[src/rtl/pipe_pkg.sv]
// Shared types and constants for the pipeline stage register family.
// Occupancy encodings mirror the {main_v, skid_v} flag pair directly.
package pipe_pkg;

    typedef enum logic [1:0] {
        PIPE_EMPTY = 2'b00,
        PIPE_ONE   = 2'b10,
        PIPE_TWO   = 2'b11
    } pipe_occ_e;

    localparam int PIPE_CNT_W  = 32;
    localparam int PIPE_WORD_W = 32;

    // The (0,1) pair cannot be reached; it decodes as EMPTY so the stage drains to a sane state.
    function automatic pipe_occ_e occ_from_flags(input logic main_v, input logic skid_v);
        case ({main_v, skid_v})
            2'b10:   return PIPE_ONE;
            2'b11:   return PIPE_TWO;
            default: return PIPE_EMPTY;
        endcase
    endfunction

endpackage

[src/rtl/sat_counter.sv]
// Saturating up-counter with synchronous clear; holds at all-ones.
module sat_counter #(
    parameter int W = 32
) (
    input  logic         clk,
    input  logic         clear,
    input  logic         inc,
    output logic [W-1:0] count
);

    logic [W-1:0] count_q;
    logic [W-1:0] count_d;

    always_comb begin
        count_d = count_q;
        if (clear) begin
            count_d = '0;
        end else if (inc && (count_q != '1)) begin
            count_d = count_q + W'(1);
        end
    end

    always_ff @(posedge clk) begin
        count_q <= count_d;
    end

    assign count = count_q;

endmodule

[src/rtl/pipe_skid_reg.sv]
// Pipeline stage register with valid/ready handshake and a one-entry skid buffer.
// Optional stall cycle counter output enabled by defining PIPE_STALL_CNT_EN.
module pipe_skid_reg
    import pipe_pkg::*;
#(
    parameter int               WIDTH     = PIPE_WORD_W,
    parameter logic [WIDTH-1:0] RESET_VAL = '0
) (
    input  logic                  clk,
    input  logic                  reset,
    input  logic                  flush,
    input  logic                  in_valid,
    output logic                  in_ready,
    input  logic [WIDTH-1:0]      in_data,
    output logic                  out_valid,
    input  logic                  out_ready,
    output logic [WIDTH-1:0]      out_data
`ifdef PIPE_STALL_CNT_EN
   ,output logic [PIPE_CNT_W-1:0] stall_cnt
`endif
);

    logic             main_v_q,    main_v_d;
    logic             skid_v_q,    skid_v_d;
    logic [WIDTH-1:0] main_data_q, main_data_d;
    logic [WIDTH-1:0] skid_data_q, skid_data_d;

    logic      accept;
    logic      deliver;
    pipe_occ_e occ;

    // in_ready comes straight from a flop so no combinational path reaches upstream.
    assign in_ready  = !skid_v_q;
    assign out_valid = main_v_q;
    assign out_data  = main_data_q;

    assign accept  = in_valid & in_ready;
    assign deliver = out_valid & out_ready;
    assign occ     = occ_from_flags(main_v_q, skid_v_q);

    always_comb begin
        main_v_d    = main_v_q;
        skid_v_d    = skid_v_q;
        main_data_d = main_data_q;
        skid_data_d = skid_data_q;
        if (flush) begin
            main_v_d    = 1'b0;
            skid_v_d    = 1'b0;
            main_data_d = RESET_VAL;
            skid_data_d = RESET_VAL;
        end else begin
            case (occ)
                PIPE_EMPTY: begin
                    if (accept) begin
                        main_v_d    = 1'b1;
                        main_data_d = in_data;
                    end
                end
                PIPE_ONE: begin
                    if (accept && deliver) begin
                        main_data_d = in_data;
                    end else if (accept) begin
                        skid_v_d    = 1'b1;
                        skid_data_d = in_data;
                    end else if (deliver) begin
                        main_v_d = 1'b0;
                    end
                end
                PIPE_TWO: begin
                    if (deliver) begin
                        main_data_d = skid_data_q;
                        skid_v_d    = 1'b0;
                    end
                end
                default: begin
                    main_v_d = 1'b0;
                    skid_v_d = 1'b0;
                end
            endcase
        end
    end

    always_ff @(posedge clk) begin
        if (!reset) begin
            main_v_q    <= 1'b0;
            skid_v_q    <= 1'b0;
            main_data_q <= RESET_VAL;
            skid_data_q <= RESET_VAL;
        end else begin
            main_v_q    <= main_v_d;
            skid_v_q    <= skid_v_d;
            main_data_q <= main_data_d;
            skid_data_q <= skid_data_d;
        end
    end

`ifdef PIPE_STALL_CNT_EN
    logic stall_clear;
    logic stall_inc;

    // Flush deliberately leaves the count alone; only reset clears it.
    assign stall_clear = !reset;
    assign stall_inc   = main_v_q & !out_ready;

    sat_counter #(
        .W (PIPE_CNT_W)
    ) u_stall_cnt (
        .clk   (clk),
        .clear (stall_clear),
        .inc   (stall_inc),
        .count (stall_cnt)
    );
`endif

endmodule

[config.mk]
export PLATFORM = sky130hd
export DESIGN_NAME = pipe_skid_reg
export DESIGN_NICKNAME = d
export VERILOG_FILES = /design/src/rtl/pipe_pkg.sv /design/src/rtl/sat_counter.sv /design/src/rtl/pipe_skid_reg.sv
export SDC_FILE = /design/constraint.sdc
export NUM_CORES = 1
export LEC_CHECK = 0
export ABC_AREA = 0
export CAP_MARGIN = 25
export CORE_MARGIN = 1.5
export CORE_UTILIZATION = 44
export CTS_BUF_LIST = sky130_fd_sc_hd__clkbuf_4 sky130_fd_sc_hd__clkbuf_8
export CTS_CLUSTER_DIAMETER = 60
export DETAILED_ROUTE_END_ITERATION = 16
export HOLD_SLACK_MARGIN = 0.12
export PLACE_DENSITY = 0.74
export SLEW_MARGIN = 20
export SYNTH_ARGS = -nofsm -noshare
export SYNTH_HDL_FRONTEND = slang
export SYNTH_SLANG_ARGS = --single-unit
[constraint.sdc]
create_clock -name clk -period 1.8 [get_ports clk]
set_input_delay 0.45 -clock clk [delete_from_list [all_inputs] [get_ports clk]]
set_output_delay 0.45 -clock clk [all_outputs]
set_load 0.1 [all_outputs]
==> results of run 1 <==
worst max-delay path by stage:
| stage | end | slack [ns] |
|---|---|---|
| final | in_ready | 0.18 |
| after floorplan | out_data[0]$_SDFFE_PP0P_ | 0.28 |
| after global placement | skid_data_q[25]$_SDFFE_PP0P_ | -0.02 |
| after detailed placement | skid_data_q[20]$_SDFFE_PP0P_ | -0.13 |
| after global routing | in_ready | 0.14 |
| after CTS | in_ready | 0.18 |
through the flow:
| step | total power [W] | hold slack (ns) | cells | cell area [um2] |
|---|---|---|---|---|
| after floorplan | 0.00181 | 0.436 | 262 | 2540 |
| after global placement | 0.00206 | 0.441 | 394 | 3700 |
| after detailed placement | 0.00206 | 0.448 | 394 | 3700 |
| after CTS | 0.00327 | 0.457 | 408 | 3890 |
| after global routing | 0.00338 | 0.478 | 408 | 3890 |
| final | 0.00325 | 0.454 | 408 | 3890 |
power breakdown:
part | internal (W) | switching, W | total [W]
clock | 0.000695 | 0.000523 | 0.00122
sequential | 0.00149 | 0.0000327 | 0.00152
combinational | 0.000215 | 0.000293 | 0.000508
cell type report:
cell class,count,area [um2],share of cell area
Multi-Input combinational cell,173,1120,0.288
Sequential cell,66,1320,0.340
Tap cell,72,90.1,0.0231
Inverter,2,7.51,0.00193
Clock buffer,11,151,0.0389
Clock inverter,3,40.0,0.0103
Timing Repair Buffer,81,1160,0.298
placed cells by master, fill, tap and decap left out:
cell / netlist / routed
buf_4: 3 / 8
clkdlybuf4s50_1: 0 / 36
a21oi_4: 1 / 1
nor4bb_4: 0 / 1
nand2_1: 66 / 65
clkinv_2: 0 / 2
bufinv_16: 0 / 1
a211oi_1: 1 / 1
clkbuf_8: 0 / 11
inv_1: 2 / 2
o21ai_0: 1 / 1
nand3b_2: 1 / 1
a21oi_1: 34 / 34
nand2b_1: 2 / 2
mux2_2: 1 / 1
mux2i_1: 32 / 32
nand4bb_1: 1 / 1
nand2_2: 0 / 1
buf_12: 0 / 37
o2bb2ai_1: 32 / 32
dfxtp_2: 0 / 1
dfxtp_1: 66 / 65
worst max-delay path: cells and delay by family (launching register included):
family / cells / cell delay [ns]
buffers and inverters: 2 / 0.33
DFF: 1 / 0.50
per-layer routing:
layer | share of wire | wire (um) | global-route usage
met1 | 0.43 | 2590 | 0.245
met2 | 0.49 | 3000 | 0.340
met3 | 0.057 | 349 | 0.0506
met4 | 0.022 | 135 | 0.105
met5 | 0 | 0 | 0
sequential cells by signal, summed over array words and instances (netlist names):
register,count
skid_v_q,1
skid_data_q,32
out_data,32
out_valid,1
kinds of logic after synthesis:
kind of cell | count (synthesis) | share of synthesized area
buf+inv | 23 | 0.0448
mux | 33 | 0.131
simple gates | 71 | 0.115
compound gates | 69 | 0.189
flops | 66 | 0.520
==> qor.txt, run 1 <==
status -> finished, final reports clean
Port Buffers -> 70
Yosys cell types -> 17
fillcell total -> 416
via count -> 2150
fin crit share -> 0.897
Setup crit start -> skid_v_q$_SDFFE_PP0P_
Critical Path RT -> 1.35 ns
Layout area overhead -> 53.4%
Layout Utilization -> 0.703
GRT Resource Usage Total -> 0.205
drt drc -> 0
initial core utilization -> 0.458
max-slew violation count -> 0
Final ANT Viol Nets -> 0
CTS max path bufs -> 2
DR vias/cell -> 5.27
Syn Nets -> 299
setup ws final -> 0.185 ns
global-route wire length before repair -> 9790 um
reg2reg start -> skid_v_q$_SDFFE_PP0P_
cell area after synthesis -> 2540 um2
nets -> 370
Post-CTS Setup Bufs -> 0
worst r2r dst -> out_data[7]$_SDFFE_PP0P_
Avg Cell Area, Syn -> 9.69 um2
largest net degree at the start of global routing -> 33
leakage -> 1.58 nW
HPWL after DPL -> 4070 um
final setup fails -> 0
synth cell count leaders -> 66 x dfxtp_1, 66 x nand2_1, 34 x a21oi_1
sequential area share after synthesis -> 0.520
setup TNS -> 0 ns
first-pass detailed-route iteration total -> 4
die width -> 79.0 um
hold endpoint -> skid_data_q[17]$_SDFFE_PP0P_
TritonCTS clock tree -> done
f_max -> 0.619 GHz
Async S/R FF share, synth -> 0
Hold WC Path Type -> reg2reg
max incr delay on CP -> 0.50 ns
ant diodes -> 0
Fin. Hold Viols -> 0
reg2reg path depth -> 4
die footprint -> 6230 um2
CP Cell Sequence -> inv_1, buf_12
Synth top area share -> 0.520
post-synth top area cell -> dfxtp_1
RSZ-0062 raised after global routing -> no
height of the die -> 79.0 um
Final Wtd Congestion -> 0.727
Syn. warnings -> 0
crit end category -> output pin
max_slew headroom -> 0.765
core box area -> 5540 um2
Pwr per Cell Area -> 834 nW/um2
clock tree root driver cell -> clkbuf_8
CTS Hold Buffers Added -> 0
CTS HTree Levels -> 3
max_cap viols -> 0
share of layout cells above drive strength 1 -> 0.193
clk sinks -> 66
Iteration-0 DRC Markers -> 99
minimum clock period -> 1.62 ns
Hold Path Stages -> 2
Crit Path Class -> reg2out
Top FF cell, synth -> dfxtp_1
Clock Skews -> 0.00693 ns
I/O pin cnt -> 71
HP Start -> skid_data_q[17]$_SDFFE_PP0P_
clk slew on worst S/H paths -> 0.07 ns
antenna violations before repair -> 0
CTS buffer count -> 9
CTS resizes -> 0
Skew-Pair Late Insertion Delay -> 0.34 ns
Arr. time, crit path -> 1.17 ns
Slowest cell on crit path -> dfxtp_1
Seq cells post-synth -> 66
global route total overflow -> 0
number of global-route vias before repair -> 2056
crit path max fanout -> 7
post-synthesis cell count -> 262
VDD IR max -> 743 uV
Site Rows -> 27
drt wl/cell -> 14.9 um
largest cells by area after synthesis -> dfxtp_1 52%, mux2i_1 13%, o2bb2ai_1 11%, nand2_1 9.8%, a21oi_1 6.7%
Post-synth EDFFs -> 0
R2R setup slack -> 0.31 ns
WL final -> 6080 um
pre-CTS WS -> -0.134 ns
CP startpoint kind -> register
slew at the pin closest to its max-slew limit -> 0.353 ns
Note: power is estimated with default switching activity, not from simulation.
==> inputs of run 2 (changes only) <==
--- a/config.mk
+++ b/config.mk
@@ -6,7 +6,7 @@
 export NUM_CORES = 1
 export LEC_CHECK = 0
 export ABC_AREA = 0
-export CAP_MARGIN = 25
+export CAP_MARGIN = 15
 export CORE_MARGIN = 1.5
 export CORE_UTILIZATION = 44
 export CTS_BUF_LIST = sky130_fd_sc_hd__clkbuf_4 sky130_fd_sc_hd__clkbuf_8
==> results of run 2 <==
No change in the layout: final DEF, timing and power equal those of run 1.
